## config.mk

```make
export PLATFORM = sky130hd
export DESIGN_NAME = bit_plane_accumulator
export DESIGN_NICKNAME = d
export VERILOG_FILES = /design/src/rtl/bit_sparsity_pkg.sv /design/src/rtl/shift_add_unit.sv /design/src/rtl/bit_plane_accumulator.sv
export SDC_FILE = /design/constraint.sdc
export NUM_CORES = 1
export LEC_CHECK = 0
export ABC_AREA = 1
export BUFFER_PORTS_ARGS = -buffer_cell sky130_fd_sc_hd__buf_2
export CAP_MARGIN = 20
export CELL_PAD_IN_SITES_DETAIL_PLACEMENT = 0
export CELL_PAD_IN_SITES_GLOBAL_PLACEMENT = 1
export CORE_MARGIN = 2
export CORE_UTILIZATION = 45
export CTS_CLUSTER_DIAMETER = 200
export DETAILED_ROUTE_END_ITERATION = 12
export MAX_ROUTING_LAYER = met4
export PLACE_DENSITY_LB_ADDON = 0.1
export SETUP_SLACK_MARGIN = 0.2
export SKIP_CTS_REPAIR_TIMING = 1
export SYNTH_ARGS = -nofsm -noshare
export SYNTH_HDL_FRONTEND = slang
export SYNTH_SLANG_ARGS = --single-unit
```

## constraint.sdc

```tcl
create_clock -name CLK -period 3.5 [get_ports CLK]
set_clock_uncertainty 0.15 [all_clocks]
set_input_delay 0.175 -clock CLK [delete_from_list [all_inputs] [get_ports CLK]]
set_output_delay 0.175 -clock CLK [all_outputs]
set_load 0.005 [all_outputs]
```

## src/rtl/bit_sparsity_pkg.sv

```systemverilog
// Shared definitions for the bit-sparsity datapath: default widths and the
// accumulator handshake states.
package bit_sparsity_pkg;

  localparam int PLACE_WIDTH  = 3;
  localparam int WEIGHT_WIDTH = 8;
  localparam int ACC_WIDTH    = 20;
  localparam int CNT_WIDTH    = 8;

  typedef enum logic {
    ACC  = 1'b0,
    HOLD = 1'b1
  } acc_state_t;

endpackage

```

## src/rtl/shift_add_unit.sv

```systemverilog
// Combinational term adder: sign-extends the weight, shifts it to the activation
// bit position, adds it to the running sum and flags signed overflow.
module shift_add_unit #(
  parameter int ACC_WIDTH    = bit_sparsity_pkg::ACC_WIDTH,
  parameter int WEIGHT_WIDTH = bit_sparsity_pkg::WEIGHT_WIDTH,
  parameter int PLACE_WIDTH  = bit_sparsity_pkg::PLACE_WIDTH
) (
  input  logic [ACC_WIDTH-1:0]    acc,
  input  logic [WEIGHT_WIDTH-1:0] weight,
  input  logic [PLACE_WIDTH-1:0]  place,
  output logic [ACC_WIDTH-1:0]    sum,
  output logic                    overflow
);

  logic [ACC_WIDTH-1:0] addend;

  always_comb begin
    addend   = {{(ACC_WIDTH-WEIGHT_WIDTH){weight[WEIGHT_WIDTH-1]}}, weight} << place;
    sum      = acc + addend;
    // Overflow only when both operands share a sign and the result flips it.
    overflow = (acc[ACC_WIDTH-1] == addend[ACC_WIDTH-1]) &&
               (sum[ACC_WIDTH-1] != acc[ACC_WIDTH-1]);
  end

endmodule

```

## src/rtl/bit_plane_accumulator.sv

```systemverilog
// Accumulates Weight << BitPlace per accepted beat and presents the group sum,
// term count and overflow flag through a valid/ready result port.
module bit_plane_accumulator #(
  parameter int ACC_WIDTH    = bit_sparsity_pkg::ACC_WIDTH,
  parameter int WEIGHT_WIDTH = bit_sparsity_pkg::WEIGHT_WIDTH,
  parameter int PLACE_WIDTH  = bit_sparsity_pkg::PLACE_WIDTH,
  parameter int CNT_WIDTH    = bit_sparsity_pkg::CNT_WIDTH
) (
  input  logic                    CLK,
  input  logic                    RST,
  input  logic                    InValid,
  output logic                    InReady,
  input  logic [PLACE_WIDTH-1:0]  BitPlace,
  input  logic [WEIGHT_WIDTH-1:0] Weight,
  input  logic                    InEmpty,
  input  logic                    GroupLast,
  output logic                    OutValid,
  input  logic                    OutReady,
  output logic [ACC_WIDTH-1:0]    OutSum,
  output logic [CNT_WIDTH-1:0]    OutTerms,
  output logic                    OutOverflow
);

  import bit_sparsity_pkg::*;

  acc_state_t           state_q, state_d;
  logic [ACC_WIDTH-1:0] acc_q, acc_nxt, sa_sum;
  logic [CNT_WIDTH-1:0] terms_q, terms_nxt;
  logic                 ovf_q, ovf_nxt, sa_ovf;
  logic                 accept;

  shift_add_unit #(
    .ACC_WIDTH   (ACC_WIDTH),
    .WEIGHT_WIDTH(WEIGHT_WIDTH),
    .PLACE_WIDTH (PLACE_WIDTH)
  ) u_shift_add (
    .acc     (acc_q),
    .weight  (Weight),
    .place   (BitPlace),
    .sum     (sa_sum),
    .overflow(sa_ovf)
  );

  always_comb begin
    state_d = state_q;
    accept  = 1'b0;
    unique case (state_q)
      ACC: begin
        if (InValid) begin
          accept = 1'b1;
          if (GroupLast) state_d = HOLD;
        end
      end
      HOLD: begin
        if (OutReady) state_d = ACC;
      end
      default: state_d = ACC;
    endcase
  end

  // Post-update values; also what gets published when the beat closes a group.
  always_comb begin
    acc_nxt   = acc_q;
    terms_nxt = terms_q;
    ovf_nxt   = ovf_q;
    if (!InEmpty) begin
      acc_nxt   = sa_sum;
      terms_nxt = (terms_q == '1) ? terms_q : terms_q + 1'b1;
      ovf_nxt   = ovf_q | sa_ovf;
    end
  end

  always_ff @(posedge CLK or posedge RST) begin
    if (RST) begin
      state_q     <= ACC;
      acc_q       <= '0;
      terms_q     <= '0;
      ovf_q       <= 1'b0;
      OutSum      <= '0;
      OutTerms    <= '0;
      OutOverflow <= 1'b0;
    end else begin
      state_q <= state_d;
      if (accept) begin
        if (GroupLast) begin
          OutSum      <= acc_nxt;
          OutTerms    <= terms_nxt;
          OutOverflow <= ovf_nxt;
          acc_q       <= '0;
          terms_q     <= '0;
          ovf_q       <= 1'b0;
        end else begin
          acc_q   <= acc_nxt;
          terms_q <= terms_nxt;
          ovf_q   <= ovf_nxt;
        end
      end
    end
  end

  assign InReady  = (state_q == ACC);
  assign OutValid = (state_q == HOLD);

endmodule

```

==> summary.md <==
| Metric | Value |
|---|---|
| Buffers on Ports | `47` |
| Count of final setup violators | `0` |
| Dominant cells by area after synthesis | `dfrtp_1, nand2_1, o21ai_0` |
| Setup tns final | `0 ps` |
| WL final | `around 11000 um` |
| Tightest Pin Transition | `roughly 1000 ps` |
| Clock Latency Late Sink | `~330 ps` |
| Largest stage delay, worst path | `~320 ps` |
| Syn nets | `roughly 630` |
| CTS buffer count | `9` |
| Leak | `approximately 2.5 nW` |
| Vias | `approximately 4000` |
| Slowest CP cell | `ha_1` |
| Synth top area share | `0.367` |
| Status | `complete, no violations` |
| Initial antenna violation count | `0` |
| Rows | `34` |
| Critical path origin | `BitPlace[0]` |
| Die ar. | `9710 um2` |
| Crit start category | `primary input` |
| H-tree depth | `3` |
| Worst r2r src | `acc_q[0]$_DFFE_PP0P_` |
| Clock transition at path regs | `about 70 ps` |
| Slew HR | `0.312` |
| Placed cells | `approximately 740` |
| Synth Register Bits | `59` |
| Core box area | `between 8000 and 9000 um2` |
| # DRC | `0` |
| Tmin final | `about 2600 ps` |
| Antenna viol nets, final | `0` |
| Drt via density | `approximately 5.2` |
| Grt ovf | `0` |
| Vias in the first global route | `~3700` |
| CTS tree | `built` |
| Warnings, synthesis | `0` |
| Die Span Y | `around 99 um` |
| Yosys cell types | `29` |
| Hold_sp | `GroupLast` |
| Sequential element share of the synthesized area | `0.367` |
| Commonest non-fill, non-tap cell in the layout | `nand2_1` |
| Layout cells sized above 1 | `0.128` |
| CP endpoint kind | `flip-flop` |
| Layout net count | `680` |
| Max Freq | `between 300 and 400 MHz` |
| Initial DRC Count | `between 150 and 200` |
| CP delay by family, top | `simple AND/OR/NAND/NOR gates` |
| Hold Crit Class | `primary input to flip-flop` |
| Crit path DAT | `between 2000 and 3000 ps` |
| Design area | `approximately 4500 um2` |
| Most frequent cells in the layout | `nand2_1, inv_1, dfrtp_1, o21ai_0, nand3_1` |
| # IOs | `48` |
| Wire per inst | `approximately 14 um` |
| DP HPWL | `around 7900 um` |
| Worst-path cell chain | `buf_2 > inv_1 > nand2_1 > nand2_1 > inv_1 > nand2_1 > o21ai_0 > o21ai_0 > ha_1 > nand2_1 > inv_1 > nand2_1 > inv_1 > a21oi_1 > inv_1 > nand2_1 > nand2_1 > nand2_1 > nand3_1 > nand3_1 > nand2_1` |
| Non-Filler Instances | `755` |
| Critical path class | `primary input to flip-flop` |
| Synthesized area | `between 4000 and 5000 um2` |
| Mean post-synth cell area | `roughly 6.8 um2` |
| Clock Tree Buf Depth | `2` |
| Most common cell on crit path | `nand2_1` |
| Post-DP Area | `roughly 4300 um2` |
| First-pass GRT wire length | `between 15000 and 20000 um` |
| Max rail drop VDD | `~0.28 mV` |
| Clk root buf | `clkbuf_8` |
| RSZ-0062 raised after global routing | `false` |
| GRT Resource Usage Total | `0.238` |
| Critical Path RT | `3560 ps` |
| Post-synth top area cell | `dfrtp_1` |
| Final Max Slew Viols | `0` |
| RD Place Congestion | `slightly above 0.9` |
| Diodes inserted | `0` |
| DRT Pass-1 Iters | `4` |
| Final hold violation count | `0` |
| Largest net degree at the start of global routing | `35` |
| Die X | `approximately 99 um` |
| Starting Density | `0.464` |
| Area Overhead vs Synth | `13.1%` |
| CP bufs+invs | `6` |
| Critical Path Fanout Max | `9` |
| Mapped Cells | `about 600` |
| Period Utilization, post-route | `0.740` |
| Power Dens Cells | `485 nW/um2` |
| CTS sink cnt | `59` |
| Total of max-cap violations | `0` |
| Hold Slack | `173 ps` |
[path summary, 6_finish.rpt]
path	endpoint	slack, ps	cells after the start
setup / recovery	OutSum[15]$_DFFE_PP0P_	910	21
max in group asynchronous	terms_q[5]$_DFFE_PP0P_	2010	4
hold / removal	acc_q[12]$_DFFE_PP0P_	170	5
hold reg to reg	OutTerms[4]$_DFFE_PP0P_	330	2
setup reg to reg	OutSum[16]$_DFFE_PP0P_	1050	13
min in group asynchronous	OutSum[13]$_DFFE_PP0P_	350	3
[metrics by stage]
step | util | setup WS (ps) | total power, mW
2_1_floorplan | - | 1110 | 1.41
3_3_place_gp | 0.501 | 608 | 1.64
3_5_place_dp | 0.501 | 618 | 1.65
4_1_cts | 0.522 | 970 | 2.22
5_1_grt | 0.524 | 603 | 2.39
6_report | 0.524 | 911 | 2.21
[power by group]
part | leakage [nW] | internal, mW | total, mW | switching, mW
logic | 1.66 | 0.287 | 0.761 | 0.474
registers | 0.779 | 0.800 | 0.888 | 0.0886
clock network | 0.0778 | 0.277 | 0.557 | 0.279
total | 2.52 | 1.36 | 2.21 | 0.842
[cells by family after synthesis]
| kind of cell | count (synthesis) | synth area share |
|---|---|---|
| flops | 59 | 0.367 |
| xor+xnor | 8 | 0.0174 |
| buf+inv | 85 | 0.0830 |
| compound gates | 88 | 0.117 |
| simple gates | 331 | 0.341 |
| mux | 3 | 0.00747 |
| fa+ha+maj | 21 | 0.0672 |
[synthesized netlist by cell type (all sizes together)]
cell type	instances
o22ai	9
clkbuf	11
buf	7
dfrtp	59
clkinv	1
mux2i	3
o21bai	1
xnor2	2
or2	11
inv	66
a21oi	18
nand3	58
nor2	37
o21ai	60
nand4	4
xor2	6
nand3b	1
nor3	3
and2	1
fa	1
nand2	214
ha	20
nor4	2
[worst register-to-register path, delay by kind of cell, from the launching register on]
| kind | cells | cell delay [ps] |
|---|---|---|
| adder cells (fa/ha/maj) | 2 | 650 |
| buffers and inverters | 2 | 190 |
| flip-flops | 1 | 400 |
| AND/OR/NAND/NOR | 9 | 950 |
[sequential cells by signal (all words and copies together), names as in the netlist]
register,count
OutSum,20
acc_q,20
OutTerms,8
terms_q,8
OutOverflow,1
OutValid,1
ovf_q,1
[cell type report]
cell class | instances | area (um2)
clock buffer | 11 | 141
clock inverter | 5 | 38.8
fill | 897 | 4130
inverter | 67 | 251
multi-input combinational | 451 | 2210
sequential | 59 | 1480
tap | 108 | 135
timing repair buffer | 54 | 293
[per-layer routing]
layer | vias to the layer above | share of wire | track usage
li1 | 2013 | - | -
met1 | 1786 | 0.50 | 0.355
met2 | 115 | 0.43 | 0.342
met3 | 11 | 0.055 | 0.0220
met4 | 0 | 0.011 | 0.0759
met5 | - | 0 | -
No activity file was read; power rests on OpenSTA's default activity.
